[config.mk]
export PLATFORM = sky130hd
export DESIGN_NAME = rx_block_fifo
export DESIGN_NICKNAME = d
export VERILOG_FILES = /design/src/rtl/rx_pkg.sv /design/src/rtl/rx_block_packer.sv /design/src/rtl/rx_block_fifo.sv
export SDC_FILE = /design/constraint.sdc
export NUM_CORES = 1
export LEC_CHECK = 0
export BUFFER_PORTS_ARGS = -buffer_cell sky130_fd_sc_hd__buf_2
export CAP_MARGIN = 15
export CELL_PAD_IN_SITES_DETAIL_PLACEMENT = 1
export CELL_PAD_IN_SITES_GLOBAL_PLACEMENT = 2
export CORE_UTILIZATION = 35
export CTS_CLUSTER_SIZE = 25
export DETAILED_ROUTE_END_ITERATION = 16
export PLACE_DENSITY = 0.67
export SLEW_MARGIN = 20
export SYNTH_ARGS = -nofsm -noshare
export SYNTH_HDL_FRONTEND = slang
export SYNTH_SLANG_ARGS = --single-unit
[constraint.sdc]
create_clock -name clk -period 10.2 [get_ports clk]
set_input_delay 2.04 -clock clk [delete_from_list [all_inputs] [get_ports clk]]
set_output_delay 2.04 -clock clk [all_outputs]
set_load 0.005 [all_outputs]
[src/rtl/rx_pkg.sv]
// Shared sizing defaults and width helpers for the UART receive block path.
// Latency: n/a (package).
// Backpressure: n/a (package).
package rx_pkg;

    localparam int BYTE_W_DEF      = 8;
    localparam int BLOCK_BYTES_DEF = 16;

    // Assembled block width in bits.
    function automatic int block_w(input int byte_w, input int block_bytes);
        return byte_w * block_bytes;
    endfunction

    // FIFO address width; pointers carry one extra wrap bit on top of this.
    function automatic int ptr_w(input int depth);
        return $clog2(depth);
    endfunction

    // Idle counter width, wide enough to hold timeout-1.
    function automatic int idle_w(input int timeout);
        return $clog2(timeout);
    endfunction

endpackage

[src/rtl/rx_block_packer.sv]
// Packs receiver bytes MSB-first into one block; blk_valid is combinational on the last byte.
// Latency: blk/blk_valid are valid in the same cycle as the final din_valid strobe.
// Backpressure: none; the packer never stalls, the consumer must take or drop blk.
//
// Ports: clk, reset (async active-low), din/din_valid (byte strobe in),
//        blk/blk_valid (completed block out), byte_cnt (partial fill), to_flag (discard strobe).
// Optional: RX_TIMEOUT_EN adds an idle counter that discards stale partial blocks.
module rx_block_packer
    import rx_pkg::*;
#(
    parameter int BYTE_W      = BYTE_W_DEF,
    parameter int BLOCK_BYTES = BLOCK_BYTES_DEF,
    parameter int TIMEOUT     = 1024
) (
    input  logic                               clk,
    input  logic                               reset,
    input  logic [BYTE_W-1:0]                  din,
    input  logic                               din_valid,
    output logic [block_w(BYTE_W, BLOCK_BYTES)-1:0] blk,
    output logic                               blk_valid,
    output logic [$clog2(BLOCK_BYTES)-1:0]     byte_cnt,
    output logic                               to_flag
);

    localparam int BLOCK_W = block_w(BYTE_W, BLOCK_BYTES);
    localparam int SHIFT_W = BLOCK_W - BYTE_W;
    localparam int CNT_W   = $clog2(BLOCK_BYTES);
    localparam logic [CNT_W-1:0] LAST_IDX = CNT_W'(BLOCK_BYTES - 1);

    logic [SHIFT_W-1:0] shift_reg;
    logic [CNT_W-1:0]   cnt;
    logic               discard;

    // Final byte bypasses the shift register so the block leaves on the same edge.
    assign blk_valid = din_valid && (cnt == LAST_IDX);
    assign blk       = {shift_reg, din};
    assign byte_cnt  = cnt;

`ifdef RX_TIMEOUT_EN
    localparam int IDLE_W = idle_w(TIMEOUT);
    localparam logic [IDLE_W-1:0] IDLE_LAST = IDLE_W'(TIMEOUT - 1);

    logic [IDLE_W-1:0] idle_cnt;

    // A byte arriving in the timeout cycle takes priority over the discard.
    assign discard = !din_valid && (cnt != '0) && (idle_cnt == IDLE_LAST);

    always_ff @(posedge clk or negedge reset) begin
        if (!reset) begin
            idle_cnt <= '0;
            to_flag  <= 1'b0;
        end else begin
            to_flag <= discard;
            if (din_valid || (cnt == '0) || discard) begin
                idle_cnt <= '0;
            end else begin
                idle_cnt <= idle_cnt + 1'b1;
            end
        end
    end
`else
    assign discard = 1'b0;
    assign to_flag = 1'b0;
`endif

    always_ff @(posedge clk or negedge reset) begin
        if (!reset) begin
            shift_reg <= '0;
            cnt       <= '0;
        end else if (din_valid) begin
            if (cnt == LAST_IDX) begin
                cnt       <= '0;
                shift_reg <= '0;
            end else begin
                cnt       <= cnt + 1'b1;
                // Truncating cast keeps the newest SHIFT_W bits.
                shift_reg <= SHIFT_W'({shift_reg, din});
            end
        end else if (discard) begin
            cnt       <= '0;
            shift_reg <= '0;
        end
    end

endmodule

[src/rtl/rx_block_fifo.sv]
// Assembles UART bytes into blocks and queues them FWFT in a DEPTH-entry FIFO for the AES core.
// Latency: block visible on dout (empty=0) the cycle after the edge sampling its last byte.
// Backpressure: none upstream; a block completing while full is dropped and sets sticky of.
//
// Ports: clk, reset (async active-low), din/din_valid (UART byte strobe), re (pop, ignored when
//        empty), of_clr (clear overflow), dout (head block, 0 when empty), empty, full, of, count,
//        byte_cnt (partial block fill), to_flag (partial block discarded).
// Optional: RX_TIMEOUT_EN enables partial-block discard after TIMEOUT idle cycles.
module rx_block_fifo
    import rx_pkg::*;
#(
    parameter int BYTE_W      = BYTE_W_DEF,
    parameter int BLOCK_BYTES = BLOCK_BYTES_DEF,
    parameter int DEPTH       = 4,
    parameter int TIMEOUT     = 1024
) (
    input  logic                                    clk,
    input  logic                                    reset,
    input  logic [BYTE_W-1:0]                       din,
    input  logic                                    din_valid,
    input  logic                                    re,
    input  logic                                    of_clr,
    output logic [block_w(BYTE_W, BLOCK_BYTES)-1:0] dout,
    output logic                                    empty,
    output logic                                    full,
    output logic                                    of,
    output logic [$clog2(DEPTH+1)-1:0]              count,
    output logic [$clog2(BLOCK_BYTES)-1:0]          byte_cnt,
    output logic                                    to_flag
);

    localparam int BLOCK_W = block_w(BYTE_W, BLOCK_BYTES);
    localparam int PW      = ptr_w(DEPTH);
    localparam int CW      = $clog2(DEPTH + 1);

    logic [BLOCK_W-1:0] blk;
    logic               blk_valid;
    logic [BLOCK_W-1:0] mem [DEPTH];
    logic [PW:0]        wr_ptr;
    logic [PW:0]        rd_ptr;
    logic               pop;
    logic               push;
    logic               drop;

    rx_block_packer #(
        .BYTE_W      (BYTE_W),
        .BLOCK_BYTES (BLOCK_BYTES),
        .TIMEOUT     (TIMEOUT)
    ) u_packer (
        .clk       (clk),
        .reset     (reset),
        .din       (din),
        .din_valid (din_valid),
        .blk       (blk),
        .blk_valid (blk_valid),
        .byte_cnt  (byte_cnt),
        .to_flag   (to_flag)
    );

    // Same-address compare with differing wrap bits means full.
    assign empty = (wr_ptr == rd_ptr);
    assign full  = (wr_ptr[PW] != rd_ptr[PW]) && (wr_ptr[PW-1:0] == rd_ptr[PW-1:0]);
    assign count = CW'(wr_ptr - rd_ptr);

    // A pop in the same cycle frees the slot a full-FIFO write needs.
    assign pop  = re && !empty;
    assign push = blk_valid && (!full || pop);
    assign drop = blk_valid && full && !pop;

    assign dout = empty ? '0 : mem[rd_ptr[PW-1:0]];

    always_ff @(posedge clk) begin
        if (push) begin
            mem[wr_ptr[PW-1:0]] <= blk;
        end
    end

    always_ff @(posedge clk or negedge reset) begin
        if (!reset) begin
            wr_ptr <= '0;
            rd_ptr <= '0;
            of     <= 1'b0;
        end else begin
            if (push) begin
                wr_ptr <= wr_ptr + 1'b1;
            end
            if (pop) begin
                rd_ptr <= rd_ptr + 1'b1;
            end
            // Set has priority over clear.
            if (drop) begin
                of <= 1'b1;
            end else if (of_clr) begin
                of <= 1'b0;
            end
        end
    end

endmodule

==> out/qor.yml <==
cpPeakStageDelay_ns: 1.02
yosysUniqueCellTypes: 28
p_per_area_nw_per_um2: 279
drc_errors: 0
setup_viol: 0
ys_async_sr_fraction: 0.204
grt_pass1_vias: 12400
worstHoldPathCells: 1
firstDrtPassIters: 4
layout.cells.non_filler: 2289
ir_drop_uv: 241
hold_buffers: 0
totalNegativeSetupSlack_ns: 0
drv_slew: 0
hold_path_class: "reg -> reg"
ys_ff_latch: 643
postLayoutCellArea_um2: 28100
p_leak_nw: 10.0
startpoint_type: "flip-flop"
place_area_um2: 25900
grt_pass1_wl_um: 81600
synth_most_common_cell: "edfxtp_1"
grt_use_total: 0.156
reg2reg_depth: 5
synth_top_area_share: 0.634
path_clk_slew_ns: 0.06
cts.sinks: 643
dp_hpwl_um: 29700
yosysWarnings: 0
area_delta_synth_final_pct: 15.9
place.gp.congestion: 0.671
final_util: 0.410
ant_nets: 0
syn-num-nets: 1161
synth_edf_count: 512
port_buffers: 150
end_kind: "output pin"
fin_nets: 1328
period_share: 0.532
drv_cap: 0
fmax_mhz: 184
postCtsSetupBuffers: 0
clock_latency_ns: 0.60
grt_overflow: 0
layout-drive-gt1-share: 0.300
seq_area_frac_synth: 0.769
yosys_most_used_dff: "edfxtp_1"
die-width_um: 265
cp_top_family: "flip-flops"
num_rows: 96
routedWlPerCell_um: 23.5
worstMarginPinSlew_ns: 1.06
crit_path_top_delay_cell: "dfrtp_4"
dp_slack_ns: 5.22
rsz0062_at_grt: "no"
synth_common_cells: "512 x edfxtp_1, 131 x dfrtp_1, 128 x mux4_2"
slew_headroom: 0.294
setup_slack_ns: 4.77
path_class: "reg -> out"
syn_inst: 1139
die_area_um2: 70300
grt_max_degree: 88
io-pin-count: 152
vias: 11400
syn_area_per_cell_um2: 21.3
largest_register_ffs: 512
drt_first_iter_violations: 707
crit_chain: "buf_12 > mux4_2 > nor2b_1 > buf_2"
crit_fanout: 87
cts_resized: 0
syn_area_um2: 24200
antenna_found_initial: 1
start_util: 0.354
worst-path-buf-inv: 2
required_ns: 8.16
yosys.area.top_type: "edfxtp_1"
die_h_um: 265
cts_buffers: 68
period_needed_ns: 5.43
cts_buffer_depth: 3
clock_skew_ns: 0.0248
worstSetupPathDepth: 4
fin_hold_ws_ns: 0.518
dpl.cell_count: 2167
avgViaCountPerCell: 4.98
synthTopCellsByArea: "edfxtp_1 63%, dfrtp_1 14%, mux4_2 12%"
htreeDepth: 3
wl_um: 53700
core_region_area_um2: 68600
cp.arrival_ns: 3.39
p_total_mw: 7.85
status: "finished clean"
cts_tree: "yes"
hold_viol: 0
root_buffer: "clkbuf_16"
==> worst paths after layout <==
path                                                      end  slack (ns)                   from
setup / recovery                                     dout[59]        4.77  rd_ptr[0]$_DFFE_PN0P_
hold / removal                                 of$_DFFE_PN0P_        0.52         of$_DFFE_PN0P_
setup reg to reg                         mem[3][16]$_DFFE_PP_        6.41  rd_ptr[0]$_DFFE_PN0P_
hold reg to reg                                of$_DFFE_PN0P_        0.52         of$_DFFE_PN0P_
max in group asynchronous               rd_ptr[1]$_DFFE_PN0P_        7.11                  reset
min in group asynchronous  u_packer.shift_reg[42]$_DFFE_PN0P_        1.53                  reset
==> cell type report <==
cell class	instances	area, um2
clock buffers	96	1960
diodes	1	2.50
clock inverters	25	250
fillers	6507	40500
repair buffers	166	890
multi-input cells	419	5130
inverters	8	37.5
well taps	931	1160
flip-flops and latches	643	18700
==> per-layer routing <==
layer	global-route usage	part of all wire	up-vias
li1	-	-	4933
met1	0.219	0.45	6191
met2	0.253	0.49	213
met3	0.0272	0.038	65
met4	0.0417	0.017	0
met5	0	0	-
==> worst register-to-register path: stages, from the launching register on <==
cell,delay (ns)
dfrtp_4,1.02
ha_1,0.42
nand3b_1,0.16
o211ai_1,0.20
inv_6,0.69
buf_4,0.87
==> where the power goes <==
| part | switching, mW | internal (mW) |
|---|---|---|
| logic | 0.981 | 1.01 |
| registers | 0.309 | 3.10 |
| clock network | 0.977 | 1.46 |
==> cells in the final DEF (no fill, tap or decap), types with 9 or more instances in the layout <==
master,instances
clkbuf_8,9
nor2b_1,126
clkbuf_16,71
clkbuf_1,16
dfrtp_1,129
buf_4,15
edfxtp_1,512
buf_2,149
clkinv_2,13
mux4_2,128
a22o_1,121
==> logic make-up after synthesis <==
logic type | after synthesis | synth area share
simple gates | 140 | 0.0358
flops | 643 | 0.769
mux | 132 | 0.121
fa+ha+maj | 9 | 0.00495
buf+inv | 77 | 0.0202
compound gates | 129 | 0.0460
xor+xnor | 8 | 0.00289
other cells | 1 | 0.000155
No activity file was read; power rests on OpenSTA's default activity.
